==> config.mk <==
export PLATFORM = sky130hd
export DESIGN_NAME = dmi_arbiter
export DESIGN_NICKNAME = d
export VERILOG_FILES = /design/src/rtl/dmi_arbiter.sv
export SDC_FILE = /design/constraint.sdc
export NUM_CORES = 1
export LEC_CHECK = 0
export ABC_AREA = 1
export CAP_MARGIN = 10
export CORE_ASPECT_RATIO = 0.6
export CORE_MARGIN = 1.5
export CORE_UTILIZATION = 36
export DETAILED_ROUTE_END_ITERATION = 10
export GPL_ROUTABILITY_DRIVEN = 0
export PLACE_DENSITY = 0.83
export SLEW_MARGIN = 20
export SYNTH_ARGS = -nofsm -noshare
export SYNTH_HDL_FRONTEND = slang
export SYNTH_SLANG_ARGS = --single-unit
==> constraint.sdc <==
create_clock -name clk -period 1.9 [get_ports clk]
set_clock_uncertainty 0.2 [all_clocks]
set_input_delay 0.38 -clock clk [delete_from_list [all_inputs] [get_ports clk]]
set_output_delay 0.38 -clock clk [all_outputs]
set_load 0.02 [all_outputs]
==> src/rtl/dmi_arbiter.sv <==
// Two-requester round-robin arbiter in front of a single DMI debug module port.
// Optional response timeout is compiled in with `define DMI_ARB_TIMEOUT_EN.
module dmi_arbiter #(
  parameter int DMI_ADDR_BITS  = 6,
  parameter int DMI_DATA_BITS  = 32,
  parameter int DMI_OP_BITS    = 2,
  parameter int TIMEOUT_CYCLES = 255,
  localparam int W = DMI_ADDR_BITS + DMI_DATA_BITS + DMI_OP_BITS
) (
  input  logic         clk,
  input  logic         rst_n,
  input  logic         m0_req_valid,
  output logic         m0_req_ready,
  input  logic [W-1:0] m0_req_data,
  output logic         m0_resp_valid,
  output logic [W-1:0] m0_resp_data,
  input  logic         m1_req_valid,
  output logic         m1_req_ready,
  input  logic [W-1:0] m1_req_data,
  output logic         m1_resp_valid,
  output logic [W-1:0] m1_resp_data,
  output logic         dm_req_valid,
  input  logic         dm_req_ready,
  output logic [W-1:0] dm_req_data,
  input  logic         dm_resp_valid,
  input  logic [W-1:0] dm_resp_data,
  output logic         grant_o,
  output logic         busy_o
);

  typedef enum logic [1:0] {
    IDLE  = 2'd0,
    ISSUE = 2'd1,
    WAIT  = 2'd2,
    RESP  = 2'd3
  } state_t;

  state_t         state_q, state_d;
  logic           grant_q, grant_d;
  logic [W-1:0]   req_data_q, req_data_d;
  logic [W-1:0]   resp_data_q, resp_data_d;
  logic           sel;

`ifdef DMI_ARB_TIMEOUT_EN
  // Timeout answer carries only the "busy" op code so the requester can retry.
  localparam logic [W-1:0] BUSY_RESP =
    {{(W-DMI_OP_BITS){1'b0}}, {DMI_OP_BITS{1'b1}}};
  localparam logic [15:0]  TIMEOUT_LIMIT = 16'(TIMEOUT_CYCLES);
  logic [15:0] cnt_q, cnt_d;
`endif

  // On a tie the requester that did not own the last transaction wins.
  assign sel = (m0_req_valid && m1_req_valid) ? ~grant_q : m1_req_valid;

  always_comb begin
    state_d      = state_q;
    grant_d      = grant_q;
    req_data_d   = req_data_q;
    resp_data_d  = resp_data_q;
    m0_req_ready = 1'b0;
    m1_req_ready = 1'b0;
`ifdef DMI_ARB_TIMEOUT_EN
    cnt_d        = cnt_q;
`endif
    case (state_q)
      IDLE: begin
        m0_req_ready = m0_req_valid && !sel;
        m1_req_ready = m1_req_valid && sel;
        if (m0_req_valid || m1_req_valid) begin
          grant_d    = sel;
          req_data_d = sel ? m1_req_data : m0_req_data;
          state_d    = ISSUE;
        end
      end
      ISSUE: begin
        if (dm_req_ready) begin
          state_d = WAIT;
`ifdef DMI_ARB_TIMEOUT_EN
          cnt_d   = 16'd0;
`endif
        end
      end
      WAIT: begin
        if (dm_resp_valid) begin
          resp_data_d = dm_resp_data;
          state_d     = RESP;
        end
`ifdef DMI_ARB_TIMEOUT_EN
        else if (cnt_q == TIMEOUT_LIMIT) begin
          resp_data_d = BUSY_RESP;
          state_d     = RESP;
        end else begin
          cnt_d = cnt_q + 16'd1;
        end
`endif
      end
      RESP: begin
        state_d = IDLE;
      end
      default: begin
        state_d = IDLE;
      end
    endcase
  end

  always_ff @(posedge clk) begin
    if (!rst_n) begin
      state_q     <= IDLE;
      grant_q     <= 1'b1;
      req_data_q  <= '0;
      resp_data_q <= '0;
    end else begin
      state_q     <= state_d;
      grant_q     <= grant_d;
      req_data_q  <= req_data_d;
      resp_data_q <= resp_data_d;
    end
  end

`ifdef DMI_ARB_TIMEOUT_EN
  always_ff @(posedge clk) begin
    if (!rst_n) begin
      cnt_q <= 16'd0;
    end else begin
      cnt_q <= cnt_d;
    end
  end
`endif

  assign dm_req_valid  = (state_q == ISSUE);
  assign dm_req_data   = req_data_q;
  assign m0_resp_valid = (state_q == RESP) && !grant_q;
  assign m1_resp_valid = (state_q == RESP) && grant_q;
  assign m0_resp_data  = resp_data_q;
  assign m1_resp_data  = resp_data_q;
  assign grant_o       = grant_q;
  assign busy_o        = (state_q != IDLE);

endmodule

==> results.json <==
{
  "grt_pass1_wl_mm": 18.4,
  "core-area_mm2": 0.0105,
  "cpPeakStageDelay_ns": 0.62,
  "synth_seq_cells": 83,
  "cpMaxStageDelayCell": "clkdlybuf4s50_1",
  "finalCriticalPeriod_ns": 1.86,
  "drive_gt1_frac": 0.0754,
  "finalMaxSlewViolations": 0,
  "syn_area_mm2": 0.00388,
  "die_w_um": 137,
  "initial_core_util": 0.368,
  "synthDistinctLibCells": 20,
  "syn_area_per_cell_um2": 6.96,
  "die_h_um": 83.4,
  "comb_power_share": 0.500,
  "pre_cts_ws_ns": -0.478,
  "synthCells": 557,
  "hold_violations": 0,
  "cp_max_fo": 2,
  "dr.pass1.iters": 4,
  "postRouteAntennaNets": 0,
  "port_buffers": 252,
  "worstMarginPinSlew_ns": 0.404,
  "cts_inserted_buffers": 9,
  "cp-start-kind": "flop",
  "maxCapViolCount": 0,
  "yosys_warnings": 0,
  "path_class": "flop to primary output",
  "htreeDepth": 3,
  "crit_arrival_ns": 1.28,
  "cts_root_buffer": "clkbuf_16",
  "intPower_w": 0.00533,
  "fillCellCount": 854,
  "total_power_w": 0.00877,
  "drt_iter0_drc": 137,
  "avgViaCountPerCell": 4.57,
  "placementRows": 29,
  "finalNetCount": 895,
  "ys_seq_area_frac": 0.429,
  "syn2layout_area_growth_pct": 73.1,
  "crit_required_ns": 1.32,
  "status": "finished clean",
  "regArea_mm2": 0.00166,
  "antenna_found_initial": 0,
  "drt_wl_total_mm": 12.1,
  "drc": 0,
  "syn_nets": 688,
  "endpoint_kind": "primary output",
  "peakVddDrop_uv": 663,
  "multi_input_area_mm2": 0.00158,
  "numClockSinks": 83,
  "slew_headroom": 0.731,
  "clk_pin_slew_ns": 0.06,
  "vias": 4149,
  "fp.dieArea_mm2": 0.0114,
  "powerDensity_mw_per_mm2": 1310,
  "wire_per_inst_um": 13.3,
  "hpwlAfterDp_mm": 8.57,
  "cp_num_buf_inv": 1,
  "fin_cells": 908,
  "insertion_delay_ns": 0.32,
  "hold_class": "flop to flop",
  "hold_buffers": 0,
  "first_global_vias": 3918,
  "cts_tree": "done",
  "cts_buffer_depth": 2,
  "swShare": 0.393,
  "crit_path_cell_trace": "clkdlybuf4s50_1",
  "setup_viol": 0,
  "crit_family": "buffers and inverters",
  "grt_max_degree": 84,
  "overflow": 0,
  "pwr-share-seq": 0.291,
  "antenna_cells": 0,
  "p_leak_nw": 3.99,
  "globalRouteTotalUtil": 0.201,
  "clock.fmax_mhz": 536,
  "timing.final.crit_share": 0.981,
  "io_pins": 253,
  "dpl.cell_count": 892,
  "worst_slack_ns": 0.0359,
  "pwr-share-clk": 0.209,
  "p_switching_w": 0.00345
}
-- power groups by stage --
stage | Combinational (W) | Clock (W) | Sequential, W
finish | 0.00438 | 0.00183 | 0.00256
detailed placement | 0.00457 | 0 | 0.00260
global route | 0.00478 | 0.00197 | 0.00262
global placement | 0.00448 | 0 | 0.00256
floorplan | 0.00207 | 0 | 0.00315
CTS | 0.00444 | 0.00189 | 0.00257
-- final timing paths --
kind	start	endpoint	slack (ns)	depth (start not counted)
worst max register to register	state_q[0]$_SDFFE_PN0P_	m0_resp_data[33]$_SDFFE_PN0P_	0.26	8
worst min-delay path	m0_resp_data[35]$_SDFFE_PN0P_	m0_resp_data[35]$_SDFFE_PN0P_	0.30	2
worst min register to register	m0_resp_data[35]$_SDFFE_PN0P_	m0_resp_data[35]$_SDFFE_PN0P_	0.30	2
worst max-delay path	dm_req_data[36]$_SDFFE_PN0P_	dm_req_data[36]	0.04	1
-- sequential cells by signal, indices dropped and copies added, names as in the netlist --
register,count
dm_req_data,40
grant_o,1
state_q,2
m0_resp_data,40
-- stage by stage --
step	cell area (µm²)	util	hold slack, ns	setup TNS, ns
2_1_floorplan	3880	-	0.318	0
3_3_place_gp	6300	0.599	0.286	-3.36
3_5_place_dp	6300	0.599	0.298	-6.11
4_1_cts	6550	0.622	0.307	0
5_1_grt	6710	0.638	0.329	-0.0110
6_report	6710	0.638	0.304	0
-- what timing repair did --
item,4_1_cts,5_1_grt
gates resized for setup,65,66
setup buffers,0,0
setup endpoints to repair,54,64
-- placed cells by master, fill, tap and decap left out, types with 8 or more instances in the layout --
cell type,count
a21oi_1,31
a21oi_2,10
buf_4,14
clkbuf_16,9
clkdlybuf4s50_1,142
clkinv_1,8
dfxtp_1,83
dlygate4sd2_1,43
dlymetal6s2s_1,60
inv_1,39
nand2_1,131
nor2_1,84
o21ai_0,41
o21ai_1,40
-- metal layers --
layer	vias up	global-route usage	routed length [µm]
met1	1870	0.231	5080
met5	-	0	0
met3	19	0.0720	996
li1	2109	-	-
met4	0	0.0498	179
met2	151	0.353	5840
-- worst register-to-register path, stage by stage, from the launching register on --
cell and delay, ns:
dfxtp_1 0.32, inv_1 0.07, buf_4 0.15, ha_1 0.22
nand2_1 0.13, inv_1 0.09, buf_12 0.18, nor2_1 0.13
nor2_1 0.06
-- cell usage after synthesis --
cell type  instances  area share
nor2_2             1      0.0016
o21ai_1           40       0.052
a21oi_1           31       0.040
ha_1               5       0.016
inv_2              4      0.0039
clkbuf_1          11       0.011
inv_1             40       0.039
buf_4             43       0.083
buf_1              1     0.00097
clkinv_1           8      0.0077
nand3_1            3      0.0039
nor2_4             1      0.0029
nand4_1            1      0.0016
nor2_1            84       0.081
buf_2             18       0.023
nand2_1          131        0.13
o21ai_0           41       0.053
dfxtp_1           83        0.43
a21oi_2           10       0.023
nand2_2            1      0.0016
-- logic make-up after synthesis --
logic type,share of synthesized area
AND/OR/NAND/NOR,0.220
buffers and inverters,0.168
AO/OA/AOI/OAI,0.167
flip-flops,0.429
adder cells (fa/ha/maj),0.0161
-- layout make-up --
class,count,area share
Tap cell,139,0.0259
Clock buffer,10,0.0341
Multi-Input combinational cell,349,0.235
Inverter,52,0.0291
Timing Repair Buffer,269,0.415
Clock inverter,6,0.0134
Sequential cell,83,0.248
No activity file was read; power rests on OpenSTA's default activity.
